[src/rtl/player_tick_sequencer_pkg.sv]
// Shared types and constants for the player tick sequencer.
// State encoding, collision flag bit positions, default parameters.
package player_tick_sequencer_pkg;

  localparam logic [2:0] ST_IDLE = 3'd0;
  localparam logic [2:0] ST_REQ  = 3'd1;
  localparam logic [2:0] ST_WAIT = 3'd2;
  localparam logic [2:0] ST_STEP = 3'd3;
  localparam logic [2:0] ST_DONE = 3'd4;

  typedef enum logic [2:0] {
    S_IDLE = ST_IDLE,
    S_REQ  = ST_REQ,
    S_WAIT = ST_WAIT,
    S_STEP = ST_STEP,
    S_DONE = ST_DONE
  } state_e;

  localparam int COL_LEFT  = 0;
  localparam int COL_BOT   = 1;
  localparam int COL_RIGHT = 2;
  localparam int COL_TOP   = 3;

  localparam int FRAME_DIV_DEF   = 1;
  localparam int COL_TIMEOUT_DEF = 64;
  localparam int CNT_W_DEF       = 7;

endpackage

[src/rtl/player_tick_sequencer_edge_latch.sv]
// Rising-edge detector with a sticky set/clear latch.
// A new edge in the clearing cycle wins, so no press is lost.
module player_tick_sequencer_edge_latch (
  input  logic clk,
  input  logic reset_n,
  input  logic d_i,
  input  logic clr_i,
  output logic q_o
);

  logic prev_q;
  logic lat_q;
  logic lat_d;
  logic rise;

  assign rise  = d_i & ~prev_q;
  assign lat_d = rise | (lat_q & ~clr_i);
  assign q_o   = lat_q;

  // previous-level register and latch state
  always_ff @(posedge clk or negedge reset_n) begin
    if (!reset_n) begin
      prev_q <= 1'b0;
      lat_q  <= 1'b0;
    end else begin
      prev_q <= d_i;
      lat_q  <= lat_d;
    end
  end

endmodule

[src/rtl/player_tick_sequencer.sv]
// Frame-rate scheduler for the player physics step.
// Optional SINGLE_STEP_EN adds step_btn for stepping while paused.
module player_tick_sequencer
  import player_tick_sequencer_pkg::*;
#(
  parameter int FRAME_DIV   = FRAME_DIV_DEF,
  parameter int COL_TIMEOUT = COL_TIMEOUT_DEF,
  parameter int CNT_W       = CNT_W_DEF
) (
  input  logic       clk,
  input  logic       reset_n,
  input  logic       frame_start,
  input  logic       jump_btn,
  input  logic       pause,
`ifdef SINGLE_STEP_EN
  input  logic       step_btn,
`endif
  output logic       col_req,
  input  logic       col_ack,
  input  logic [3:0] col_result,
  output logic       sim_step,
  output logic       jump_r,
  output logic [3:0] player_col,
  output logic       busy,
  output logic       overrun,
  output logic       col_timeout
);

  localparam logic [3:0] DIV_LAST =
    4'(FRAME_DIV - 1);
  localparam logic [CNT_W-1:0] CNT_LAST =
    CNT_W'(COL_TIMEOUT - 1);

  state_e           state_q, state_d;
  logic [3:0]       div_q, div_d;
  logic [CNT_W-1:0] cnt_q, cnt_d;
  logic [3:0]       pcol_q, pcol_d;
  logic             ovr_q, ovr_d;
  logic             cto_q, cto_d;
  logic             jump_lat;
  logic             start;

  player_tick_sequencer_edge_latch u_jump (
    .clk     (clk),
    .reset_n (reset_n),
    .d_i     (jump_btn),
    .clr_i   (sim_step),
    .q_o     (jump_lat)
  );

  // state and datapath registers
  always_ff @(posedge clk or negedge reset_n) begin
    if (!reset_n) begin
      state_q <= S_IDLE;
      div_q   <= '0;
      cnt_q   <= '0;
      pcol_q  <= '0;
      ovr_q   <= 1'b0;
      cto_q   <= 1'b0;
    end else begin
      state_q <= state_d;
      div_q   <= div_d;
      cnt_q   <= cnt_d;
      pcol_q  <= pcol_d;
      ovr_q   <= ovr_d;
      cto_q   <= cto_d;
    end
  end

  // next-state, divider, timeout and state-decoded outputs
  always_comb begin
    state_d  = state_q;
    div_d    = div_q;
    cnt_d    = cnt_q;
    pcol_d   = pcol_q;
    ovr_d    = ovr_q;
    cto_d    = cto_q;
    start    = 1'b0;
    col_req  = 1'b0;
    sim_step = 1'b0;
    jump_r   = 1'b0;

    if (state_q != S_IDLE && frame_start)
      ovr_d = 1'b1;

    case (state_q)
      S_IDLE: begin
        if (!pause && frame_start) begin
          if (div_q == DIV_LAST) begin
            start = 1'b1;
            div_d = '0;
          end else begin
            div_d = div_q + 4'd1;
          end
        end
`ifdef SINGLE_STEP_EN
        if (pause && step_btn)
          start = 1'b1;
`endif
        if (start)
          state_d = S_REQ;
      end
      S_REQ: begin
        col_req = 1'b1;
        cnt_d   = '0;
        state_d = S_WAIT;
      end
      S_WAIT: begin
        col_req = 1'b1;
        if (col_ack) begin
          pcol_d  = col_result;
          state_d = S_STEP;
        end else if (cnt_q == CNT_LAST) begin
          pcol_d  = '0;
          cto_d   = 1'b1;
          state_d = S_STEP;
        end else begin
          cnt_d = cnt_q + 1'b1;
        end
      end
      S_STEP: begin
        sim_step = 1'b1;
        jump_r   = jump_lat;
        pcol_d   = '0;
        state_d  = S_DONE;
      end
      S_DONE: begin
        state_d = S_IDLE;
      end
      default: begin
        state_d = S_IDLE;
      end
    endcase
  end

  assign busy        = (state_q != S_IDLE);
  assign player_col  = pcol_q;
  assign overrun     = ovr_q;
  assign col_timeout = cto_q;

endmodule

[config.mk]
export PLATFORM = sky130hd
export DESIGN_NAME = player_tick_sequencer
export DESIGN_NICKNAME = d
export VERILOG_FILES = /design/src/rtl/player_tick_sequencer_pkg.sv /design/src/rtl/player_tick_sequencer_edge_latch.sv /design/src/rtl/player_tick_sequencer.sv
export SDC_FILE = /design/constraint.sdc
export NUM_CORES = 1
export LEC_CHECK = 0
export CORE_MARGIN = 2
export CORE_UTILIZATION = 45
export DETAILED_ROUTE_END_ITERATION = 8
export PLACE_DENSITY = 0.78
export SYNTH_ARGS = -nofsm -noshare
export SYNTH_HDL_FRONTEND = slang
export SYNTH_HIERARCHICAL = 1
export SYNTH_SLANG_ARGS = --single-unit
[constraint.sdc]
create_clock -name clk -period 2.5 [get_ports clk]
set_clock_uncertainty 0.2 [all_clocks]
set_input_delay 0.625 -clock clk [delete_from_list [all_inputs] [get_ports clk]]
set_output_delay 0.625 -clock clk [all_outputs]
set_load 0.02 [all_outputs]
# Yosys cells after proc, flatten, opt, wreduce, memory -nomap -nowiden

Index checks and enable logic that the tools add are counted.

Bits in registers: 22
Input bits: 10
Output and inout port bits: 10
Word-level logic and storage cells: 55

Add/subtract/negate cells: 2
Equal/unequal tests: 8
Mux-type cells: 17
Bitwise gates (word level): 6
Reductions and logical operators: 14

Operators with widths:

| cell                                          | count |
|---|---|
| two-way mux 7 bit                             | 2 |
| case mux 7 bit (2 select lines)               | 1 |
| two-way mux 4 bit                             | 3 |
| case mux 3 bit (4 select lines)               | 1 |
| two-way mux 3 bit                             | 3 |
| case mux 4 bit (2 select lines)               | 1 |
| adder 7 x 1 -> 7 bit, second input constant   | 1 |
| == test 7 x 6 -> 1 bit, second input constant | 1 |
| == test 3 x 2 -> 1 bit, second input constant | 2 |
| two-way mux 1 bit                             | 6 |
| AND reduction 2 bit                           | 3 |
| AND reduction 3 bit                           | 2 |
| adder 4 x 1 -> 4 bit, second input constant   | 1 |
| logical NOT 4 bit                             | 1 |
| != test 2 bit, second input constant          | 2 |
| nonzero test 2 bit                            | 2 |
| == test 3 x 1 -> 1 bit, second input constant | 1 |
| logical NOT 3 bit                             | 1 |
| != test 3 bit, second input constant          | 1 |
| inverter 1 bit                                | 3 |
| nonzero test 3 bit                            | 1 |
| AND 1 bit                                     | 2 |
| logical AND 1 bit                             | 2 |
| != test 2 x 1 -> 1 bit, second input constant | 1 |
| other kinds (3)                               | 3 |

# Logic depth before layout (Yosys ltp)

Gate-level depths: netlist of run 1.

Depth after elaboration: 6
Gate-level depth with buffers: 6
Gate-level depth less buffers: 6

# By module

The synthesis of run 1 kept the hierarchy.

Modules (own cells, without submodules):

| module                           | instances | cells an instance | area an instance (µm²) | seq. area each (µm²) |
|---|---|---|---|---|
| player_tick_sequencer            | 1         | 98                | 1001.0                 | 500.5 |
| player_tick_sequencer_edge_latch | 1         | 5                 | 70.1                   | 50.0 |

# Worst setup path after synthesis of run 1

OpenSTA, ideal clock, no wires.

Path kind: reg2out
From: register state_q[2]
To: output port jump_r
Arrival time: 1434 ps
Data required time: 1675 ps
Slack: 241 ps
Cell stages (with the launch flop): 5
Path buffers: 1
Path through: dfrtp_1 clkbuf_1 nand2b_1 nor2_1 and2_1

Word-level cells in the longest chain between the ends: 2

RTL lines:

| item                     | RTL line                    | text |
|---|---|---|
| start: declaration       | player_tick_sequencer.sv:34 | `state_e state_q, state_d;` |
| start signal: assignment | player_tick_sequencer.sv:61 | `state_q <= state_d;` |
| == test 3 x 2 -> 1 bit   | player_tick_sequencer.sv:86 | `case (state_q)` |
| two-way mux 1 bit        | player_tick_sequencer.sv:86 |  |
| end: declaration         | player_tick_sequencer.sv:22 | `output logic jump_r,` |

No other way between the ends.

# Worst setup path after layout of run 1

From: register state_q[1]
To: output port busy

Word-level cells in the longest chain between the ends: 1

RTL lines:

| item               | RTL line                     | text |
|---|---|---|
| nonzero test 3 bit | player_tick_sequencer.sv:136 | `assign busy = (state_q != S_IDLE);` |
| end: declaration   | player_tick_sequencer.sv:24  | `output logic busy,` |

No other way between the ends.

==> metrics.txt, run 1 <==
share of cells above drive strength 1 13.74%; syn_nets 116; Total Power about 1.5 mW; post-route clock period utilization a little over nine tenths; Die Ht 52.79 um; Gate Count Post-Synth slightly above 100; Port Buffers 19; Lkg Pwr 0.6442 nW; synthesis-to-layout area growth 29.56%; Cells after DPL about 160; Final Max Tran Viols 0; vias about 900; clock sink total 22; vias per cell 5.648; Slew HR 62.86%; grt ovf 0; Antenna diodes 0; TritonRoute pass-1 iters 4; Final Net Count approximately 150; dpl ws between 0.03 and 0.04 ns; Fmax ~420 MHz; Hold Buf Count CTS 0; VDD IR max about 0.00090 V; DP Wirelength 1669 um; worst setup path start state_q[1]; Die X roughly 53 um; post-DR wirelength/cell between 10 and 15 um; CTS tree done; Clock Power Share 18.9%; Crit Path Category reg2out; PwrDens roughly 1100 nW/um^2; RSZ-0062 raised after global routing no; crit end category primary output; MaxCap Viol Count 0; Max FO, Critical Path 6; Reg power frac between 30% and 40%; most common cell after layout, fill and taps aside dfrtp_1; worst hold margin roughly 0.26 ns; commonest non-fill, non-tap cells in the layout 21 x dfrtp_1, 15 x clkdlybuf4s50_1, 13 x inv_1; root buf cell clkbuf_4; DRC Markers 0; Clock Latency Late Sink between 0.3 and 0.4 ns; Synth Register Bits 22; Internal approximately 920 uW; antenna violations before repair 0; vias in the first global route 886; Iter 0 DRT Violations 16; total wire length ~2200 um; worst setup margin 0.09709 ns; status finished, final reports clean; Num CTS Buffers 3; hold crit path type reg2reg; Worst Setup Start Kind register; final setup fails 0; Starting Density 47.96%; synth unique cells 37; RD Place Congestion approximately 0.78; Sw Ratio a little under two fifths; WP data arrival approximately 1.6 ns; Util after Layout between 60 and 70%; Total GRT Usage between 10% and 20%; H-tree levels 1; io pins 20; pin count of the biggest net entering global routing 23; Final Critical Period approximately 2.4 ns; Mapped Avg Cell Area 10.40 sq um; Finished Layout Cells ~160; Rows 17; first-pass GRT wire length around 3700 um; Seq/Total Area, Yosys between 50% and 60%; total net switching power approximately 560 uW; placed cell area approximately 1300 sq um; HP Start u_jump/prev_q; FILL cells between 150 and 200; Design Area, Final ~1400 sq um; critical path required time 1.67 ns; Worst Tran Pin Value about 0.55 ns; Final Hold Viols 0; core area 2233 sq um; Clk pin slew, worst setup/hold paths about 0.13 ns; Yosys Warn Count 6; Die Footprint around 2800 sq um; reg2reg start cnt_q[0]; final setup TNS 0 ns; Logic pwr share a little over two fifths; Post-Synthesis Cell Area roughly 1100 sq um; Clock Path Buffers 2; ANT nets after route 0
[power groups by stage]
stage               Combinational [mW]  Sequential, mW  Clock (mW)
floorplan                        0.375           0.594           0
finish                           0.626           0.580       0.281
global placement                 0.621           0.580           0
global route                     0.690           0.597       0.294
detailed placement               0.647           0.586           0
CTS                              0.631           0.580       0.283
[registers in the layout (all words and copies together) (netlist names)]
register       count
overrun            1
cnt_q              7
col_timeout        1
u_jump/q_o         1
u_jump/prev_q      1
div_q              4
state_q            3
player_col         4
[final timing paths]
check,to,slack (ns),cells after the start
hold reg to reg,u_jump/q_o,0.26,1
min in group asynchronous,player_col[2],0.43,2
setup / recovery,busy,0.1,3
setup reg to reg,player_col[3],0.35,5
hold / removal,u_jump/q_o,0.26,1
max in group asynchronous,state_q[0],1.44,2
[timing repair]
action                                  4_1_cts  5_1_grt
endpoints found under the setup margin        4        2
buffers inserted                              0        0
cloned                                        0        0
resized for setup                             5        1
[layout make-up]
type | count | area (sq um) | area share (%)
sequential | 22 | 551.8 | 39.77
multi-input combinational | 65 | 454.2 | 32.73
timing repair buffer | 27 | 245.2 | 17.67
inverter | 13 | 48.80 | 3.517
tap | 28 | 35.03 | 2.525
clock inverter | 1 | 30.03 | 2.164
clock buffer | 3 | 22.52 | 1.623
[metal layers]
metal	GRT usage, %	vias up	part of all wire, %
met5	0	-	0
met4	11.54	0	2.5
met3	2.571	7	4.7
met2	30.83	30	50
met1	21.63	435	43
li1	-	426	-
[cell families (layout without fill, tap and decap cells)]
group | Yosys count | count (layout) | synth area share [%]
buf+inv | 16 | 44 | 6.425
fa+ha+maj | 3 | 3 | 3.505
simple gates | 32 | 32 | 17.17
compound gates | 28 | 28 | 19.74
flops | 22 | 22 | 51.40
mux | 1 | 1 | 0.9346
xor+xnor | 1 | 1 | 0.8179
[Yosys cell counts, drive strengths merged]
| master | instances | area (sq um) |
|---|---|---|
| o211a | 1 | 10.01 |
| or3 | 1 | 6.260 |
| nand3b | 1 | 7.510 |
| inv | 13 | 48.80 |
| nand4 | 1 | 6.260 |
| xnor2 | 1 | 8.760 |
| a31oi | 2 | 12.51 |
| a21o | 2 | 15.01 |
| nor2b | 1 | 6.260 |
| o22ai | 2 | 18.77 |
| a32o | 4 | 40.04 |
| nand2b | 4 | 25.02 |
| nand2 | 6 | 22.52 |
| nand3 | 4 | 20.02 |
| and2 | 1 | 6.260 |
| clkbuf | 1 | 3.750 |
| o211ai | 4 | 35.03 |
| nor2 | 3 | 11.26 |
| o21ai | 3 | 15.01 |
| or4 | 3 | 26.27 |
| o311ai | 1 | 8.760 |
| buf | 2 | 16.26 |
| or4b | 1 | 10.01 |
| nor4 | 1 | 6.260 |
| ha | 3 | 37.54 |
| dfrtp | 22 | 550.5 |
| mux2i | 1 | 10.01 |
| nor3 | 5 | 30.03 |
| o31ai | 2 | 15.01 |
| o21bai | 1 | 7.510 |
| o221ai | 1 | 8.760 |
| a21oi | 5 | 25.02 |
[critical path, stage by stage (launching register included)]
cell,delay [ns]
dfrtp_1,0.40
buf_4,0.15
or3_1,0.36
dlygate4sd2_1,0.34
(Power assumes the default switching activity.)
==> run 2, diff against run 1 <==
Settings changed: CAP_MARGIN set to 20.
==> results of run 2 <==
Final layout, timing and power as in run 1 (identical DEF).
